<file path="src/rtl/busca_de_instrucao_if.sv">
// Fetch bus bundle shared by the fetch unit, the instruction memory and decode.
//   master : fetch unit view (drives pc_mem and the decode-side outputs)
//   slave  : environment view (memory + decode)
// Signals:
//   stall, branch_taken, branch_target : decode -> fetch control
//   instrucao_mem                      : memory read data (registered in memory)
//   pc_mem                             : fetch address to memory
//   instrucao_out, pc_out, valid_out   : instruction presented to decode
//   halted                             : fetch stopped
interface busca_de_instrucao_if #(
  parameter int PC_WIDTH    = 6,
  parameter int INSTR_WIDTH = 16
) ();
  logic                   stall;
  logic                   branch_taken;
  logic [PC_WIDTH-1:0]    branch_target;
  logic [INSTR_WIDTH-1:0] instrucao_mem;
  logic [PC_WIDTH-1:0]    pc_mem;
  logic [INSTR_WIDTH-1:0] instrucao_out;
  logic [PC_WIDTH-1:0]    pc_out;
  logic                   valid_out;
  logic                   halted;

  modport master (
    input  stall, branch_taken, branch_target, instrucao_mem,
    output pc_mem, instrucao_out, pc_out, valid_out, halted
  );

  modport slave (
    output stall, branch_taken, branch_target, instrucao_mem,
    input  pc_mem, instrucao_out, pc_out, valid_out, halted
  );
endinterface

</file>
<file path="src/rtl/busca_de_instrucao.sv">
// Instruction fetch unit. Issues addresses to a synchronous instruction
// memory (data returns one edge later), presents {instruction, pc, valid}
// to decode at one instruction per clock, absorbs decode stalls with a
// one-entry skid buffer, redirects on taken branches and halts at the end
// of the program.
// Ports:
//   clk_BI : fetch clock (rising edge), shared with the instruction memory
//   reset  : asynchronous active-low reset
//   bus    : busca_de_instrucao_if.master (control in, memory bus, decode out)
// Build option:
//   FETCH_WRAP_EN : when defined, the pc wraps from MAX_PC to RESET_PC and an
//                   out-of-range branch target redirects to RESET_PC; halted
//                   is never raised.
module busca_de_instrucao #(
  parameter int PC_WIDTH    = 6,
  parameter int INSTR_WIDTH = 16,
  parameter int RESET_PC    = 0,
  parameter int MAX_PC      = 41
) (
  input  logic                  clk_BI,
  input  logic                  reset,
  busca_de_instrucao_if.master  bus
);

  localparam logic [PC_WIDTH-1:0] RESET_PC_V = PC_WIDTH'(RESET_PC);
  localparam logic [PC_WIDTH-1:0] MAX_PC_V   = PC_WIDTH'(MAX_PC);

  logic [PC_WIDTH-1:0]    pc_mem_q;
  logic [INSTR_WIDTH-1:0] instr_out_q;
  logic [PC_WIDTH-1:0]    pc_out_q;
  logic                   valid_q;
  logic                   halted_q;

  // f1: address issued at the previous edge; memory data for it is on
  // instrucao_mem during the current cycle.
  logic                   f1_valid;
  logic [PC_WIDTH-1:0]    f1_pc;

  // Skid entry: holds the word that was in flight when decode stalled.
  logic                   sk_valid;
  logic [INSTR_WIDTH-1:0] sk_instr;
  logic [PC_WIDTH-1:0]    sk_pc;

  always_ff @(posedge clk_BI or negedge reset) begin
    if (!reset) begin
      pc_mem_q    <= RESET_PC_V;
      instr_out_q <= '0;
      pc_out_q    <= '0;
      valid_q     <= 1'b0;
      halted_q    <= 1'b0;
      f1_valid    <= 1'b0;
      f1_pc       <= '0;
      sk_valid    <= 1'b0;
      sk_instr    <= '0;
      sk_pc       <= '0;
    end else if (bus.branch_taken) begin
      // Branch beats stall: everything in flight is wrong-path.
      f1_valid <= 1'b0;
      sk_valid <= 1'b0;
      valid_q  <= 1'b0;
      if (bus.branch_target <= MAX_PC_V) begin
        pc_mem_q <= bus.branch_target;
        halted_q <= 1'b0;
      end else begin
`ifdef FETCH_WRAP_EN
        pc_mem_q <= RESET_PC_V;
        halted_q <= 1'b0;
`else
        halted_q <= 1'b1;
`endif
      end
    end else if (bus.stall) begin
      // Only the first stall edge has a live f1; later edges see f1_valid=0.
      // pc_mem is re-issued on release, so the word in flight now is the
      // only one that needs saving.
      if (f1_valid && !sk_valid) begin
        sk_instr <= bus.instrucao_mem;
        sk_pc    <= f1_pc;
        sk_valid <= 1'b1;
      end
      f1_valid <= 1'b0;
    end else begin
      if (sk_valid) begin
        instr_out_q <= sk_instr;
        pc_out_q    <= sk_pc;
        valid_q     <= 1'b1;
        sk_valid    <= 1'b0;
      end else if (f1_valid) begin
        instr_out_q <= bus.instrucao_mem;
        pc_out_q    <= f1_pc;
        valid_q     <= 1'b1;
      end else begin
        valid_q <= 1'b0;
      end

      if (!halted_q) begin
        f1_valid <= 1'b1;
        f1_pc    <= pc_mem_q;
        if (pc_mem_q == MAX_PC_V) begin
`ifdef FETCH_WRAP_EN
          pc_mem_q <= RESET_PC_V;
`else
          halted_q <= 1'b1;
`endif
        end else begin
          pc_mem_q <= pc_mem_q + PC_WIDTH'(1);
        end
      end else begin
        f1_valid <= 1'b0;
      end
    end
  end

  assign bus.pc_mem        = pc_mem_q;
  assign bus.instrucao_out = instr_out_q;
  assign bus.pc_out        = pc_out_q;
  assign bus.valid_out     = valid_q;
  assign bus.halted        = halted_q;

endmodule
</file>
<file path="src/flat_wrapper.sv">
// flat-port wrapper written by rule: the top's interface ports become plain ports
module busca_de_instrucao_flat 
#(
  parameter int PC_WIDTH    = 6,
  parameter int INSTR_WIDTH = 16,
  parameter int RESET_PC    = 0,
  parameter int MAX_PC      = 41
)
  (clk_BI, reset, bus_stall, bus_branch_taken, bus_branch_target, bus_instrucao_mem, bus_pc_mem, bus_instrucao_out, bus_pc_out, bus_valid_out, bus_halted);
  busca_de_instrucao_if #(.PC_WIDTH(PC_WIDTH), .INSTR_WIDTH(INSTR_WIDTH)) bus_i ();
  input  logic clk_BI;
  input  logic reset;
  input wire logic [$bits(bus_i.stall)-1:0] bus_stall;
  input wire logic [$bits(bus_i.branch_taken)-1:0] bus_branch_taken;
  input wire logic [$bits(bus_i.branch_target)-1:0] bus_branch_target;
  input wire logic [$bits(bus_i.instrucao_mem)-1:0] bus_instrucao_mem;
  output wire logic [$bits(bus_i.pc_mem)-1:0] bus_pc_mem;
  output wire logic [$bits(bus_i.instrucao_out)-1:0] bus_instrucao_out;
  output wire logic [$bits(bus_i.pc_out)-1:0] bus_pc_out;
  output wire logic [$bits(bus_i.valid_out)-1:0] bus_valid_out;
  output wire logic [$bits(bus_i.halted)-1:0] bus_halted;
  assign bus_i.stall = bus_stall;
  assign bus_i.branch_taken = bus_branch_taken;
  assign bus_i.branch_target = bus_branch_target;
  assign bus_i.instrucao_mem = bus_instrucao_mem;
  assign bus_pc_mem = bus_i.pc_mem;
  assign bus_instrucao_out = bus_i.instrucao_out;
  assign bus_pc_out = bus_i.pc_out;
  assign bus_valid_out = bus_i.valid_out;
  assign bus_halted = bus_i.halted;
  busca_de_instrucao #(.PC_WIDTH(PC_WIDTH), .INSTR_WIDTH(INSTR_WIDTH), .RESET_PC(RESET_PC), .MAX_PC(MAX_PC)) u_core (.clk_BI(clk_BI), .reset(reset), .bus(bus_i));
endmodule
</file>
<file path="config.mk">
export PLATFORM = sky130hd
export DESIGN_NAME = busca_de_instrucao_flat
export DESIGN_NICKNAME = d
export VERILOG_FILES = /design/src/rtl/busca_de_instrucao_if.sv /design/src/rtl/busca_de_instrucao.sv /design/src/flat_wrapper.sv
export SDC_FILE = /design/constraint.sdc
export NUM_CORES = 1
export LEC_CHECK = 0
export ABC_CLOCK_PERIOD_IN_PS = 2800
export CORE_UTILIZATION = 45
export DETAILED_ROUTE_END_ITERATION = 10
export PLACE_DENSITY = 0.81
export SYNTH_ARGS = -nofsm -noshare
export SYNTH_HDL_FRONTEND = slang
export SYNTH_SLANG_ARGS = --single-unit
</file>
<file path="constraint.sdc">
create_clock -name clk_BI -period 2.8 [get_ports clk_BI]
set_clock_uncertainty 0.1 [all_clocks]
set_input_delay 0.84 -clock clk_BI [delete_from_list [all_inputs] [get_ports clk_BI]]
set_output_delay 0.84 -clock clk_BI [all_outputs]
set_load 0.1 [all_outputs]
</file>
==> results.txt <==
Final non-filler cell total = 361
Initial Util = 47.32%
Wirelength per Cell = 13.73 um
Fin. max-slew vios = 0
Leakage power = 1.515 nW
Post-Synth XOR/XNOR Area = 0%
Clock H-tree levels = 3
Peak supply drop = 0.5789 mV
Num CTS Buffers = 9
Comb pwr share = 43.5%
Area leader, netlist = dfrtp_1
Final setup violation count = 0
Placed insts = 345
Min cycle time layout = 2.338 ns
Status = finished, final reports clean
CP max stage delay = 0.49 ns
PostCTS Resize Cnt = 0
Post-synth EDFFs = 0
Asr flop ratio synth = 100.0%
Synth Area in Adders = 0.9430%
Post-CTS setup buffer count = 0
Synth warn = 0
Top cells by area, synth = dfrtp_1 57%, mux2i_1 9.4%, mux2_1 9.3%
Hold Fails Final Rpt = 0
Vias in the first global route = 1846
CTS root buffer = clkbuf_8
Sequential Power Share = 35.5%
DRT iter0 DRCs = 84
Cell-internal power = 1.967 mW
Relative slew slack = 66.32%
Cell family with the largest share of critical-path delay = buffers and inverters
Main combinational cell family by area after synthesis = multiplexers
First-pass GRT wire length = 8.604 mm
Post-detailed-route count of antenna-violating nets = 0
Clock latency on the worst-skew pair = 0.33 ns
Min Hold Slack = 0.3741 ns
CP Cell Sequence = clkdlybuf4s50_1 > inv_1 > nand2_1 > nor3b_4 > buf_12 > mux2_1
Largest net degree at the start of global routing = 27
Tightest Pin Transition = 0.5052 ns
Initial antenna violation count = 0
Average footprint of a synthesized cell = 11.95 um2
Setup TNS = 0 ns
Multiplexer share of the synthesized area = 19.33%
NetSw = 1.723 mW
Power Density = 1081 nW/um2
Final #Nets = 312
Detailed Place HPWL = 3.506 mm
Commonest non-fill, non-tap cell in the layout = dfrtp_1
Syn_nets = 250
Simple-gate share of the synthesized area = 9.995%
GPL Wtd Cong = 0.8795
Post-synthesis sequential area ratio = 56.58%
Top Ports = 56
Via Count = 1866
CP Launch Type = input port
Crit path max fanout = 22
Synth Flop Type = dfrtp_1
Final wirelength = 4.956 mm
Worst endpoint required time = 2.91 ns
Area share of the largest cell type after synthesis = 56.58%
Net Sw Frac = 46.69%
DRC = 0
Antenna diode count = 0
Global route overflow = 0
Min-delay worst type = input port to async pin
CTS Buffer Depth = 2
Clock group share of total power = 21.0%
Most frequent cells in the layout = 60 x dfrtp_1, 37 x buf_4, 28 x nor2_1
Mapped Cells = 222
Synth-to-Final Area Change = 28.62%
Max stage delay cell, worst path = clkdlybuf4s50_1
Total chip power = 3.690 mW
Mapped Area = 2654 um2
CP endpoint kind = register
Die X-Extent = 78.80 um
Maxcap violations = 0
Clock transition at path regs = 0.07 ns
Filler instances = 485
Worst setup path category = input port to register
# hold bufs at CTS = 0
PortBufs = 55
RSZ-0062 raised after global routing = false
Post-synth cell types = 34
Vias per inst = 5.169
Core Area = 5608 um2
Die Y = 78.80 um
CP Buf/Inv Count = 3
Fmax = 0.4277 GHz
Total Routing Usage GR = 18.24%
Layout cells sized above 1 = 22.84%
Yosys reg bits = 60
CP arrival = 2.45 ns
Drt pass-1 iters = 4
Die ar. = 6209 um2
Synth Area in Compound Gates = 9.194%
CTS tree = yes
Sink Count = 60
Period Utilization, post-route = 83.51%
Std-Cell Rows = 27
[cell type report]
class / instances / area, um2 / area share (%)
clock buffer: 11 / 151.4 / 4.435
clock inverter: 5 / 50.05 / 1.466
inverter: 5 / 23.77 / 0.6965
multi-input combinational: 145 / 1054 / 30.87
sequential: 60 / 1501 / 43.99
tap: 72 / 90.09 / 2.639
timing repair buffer: 63 / 543.0 / 15.91
[power by group through the flow]
stage	registers, mW	logic [mW]	clock network (mW)
6_report	1.31	1.60	0.776
5_1_grt	1.35	1.68	0.828
4_1_cts	1.31	1.61	0.796
3_5_place_dp	1.33	1.61	0
3_3_place_gp	1.31	1.59	0
2_1_floorplan	2.23	0.317	0
[cell families after synthesis]
group | count (synthesis)
buf+inv | 17
flops | 60
fa+ha+maj | 2
compound gates | 38
mux | 48
simple gates | 57
[sequential cells by signal (all words and copies together) (netlist names)]
register,cells
u_core.bus.halted,1
u_core.bus.instrucao_out,16
u_core.bus.pc_mem,6
u_core.bus.pc_out,6
u_core.bus.valid_out,1
u_core.f1_pc,6
u_core.f1_valid,1
u_core.sk_instr,16
u_core.sk_pc,6
u_core.sk_valid,1
[synthesized netlist by cell type (3+ instances only)]
cell,n
dfrtp_1,60
buf_6,4
buf_2,5
nor2_1,28
inv_1,4
mux2i_1,25
mux2_1,22
a21oi_1,25
clkbuf_1,3
nand2_1,17
[metrics by stage]
step | cell area (um2) | utilization, % | setup WS, ns
floorplan | 2654 | - | 0.5354
CTS | 3413 | 60.87 | 0.4613
finish | 3413 | 60.87 | 0.4617
detailed placement | 3212 | 57.27 | 0.1007
global placement | 3212 | 57.27 | 0.1785
global route | 3413 | 60.87 | 0.3640
[worst paths after layout]
check / start / endpoint / slack, ns / cells after the start
setup reg to reg: u_core.bus.pc_mem[1]$_DFFE_PN0P_ / u_core.bus.pc_mem[0]$_DFFE_PN0P_ / 1.12 / 6
min in group clk_BI: u_core.sk_instr[0]$_DFFE_PN0P_ / u_core.sk_instr[0]$_DFFE_PN0P_ / 0.39 / 1
hold reg to reg: u_core.sk_instr[0]$_DFFE_PN0P_ / u_core.sk_instr[0]$_DFFE_PN0P_ / 0.39 / 1
max in group asynchronous: reset / u_core.sk_instr[12]$_DFFE_PN0P_ / 1.57 / 2
setup / recovery: bus_branch_taken / u_core.sk_pc[2]$_DFFE_PN0P_ / 0.46 / 6
hold / removal: reset / u_core.sk_instr[5]$_DFFE_PN0P_ / 0.37 / 1
[worst register-to-register path: stages (launching register included)]
cell and delay, ns:
dfrtp_1 0.44, inv_1 0.13, ha_1 0.15, nand4b_1 0.10, nor2_1 0.25, o21ai_4 0.09, mux2_4 0.30
[metal layers]
| metal | routed length [um] | track usage [%] |
|---|---|---|
| met1 | 2215 | 24.28 |
| met2 | 2389 | 27.74 |
| met3 | 221 | 3.218 |
| met4 | 129 | 11.11 |
| met5 | 0 | 0 |
Power figures use the tool's default switching activity.
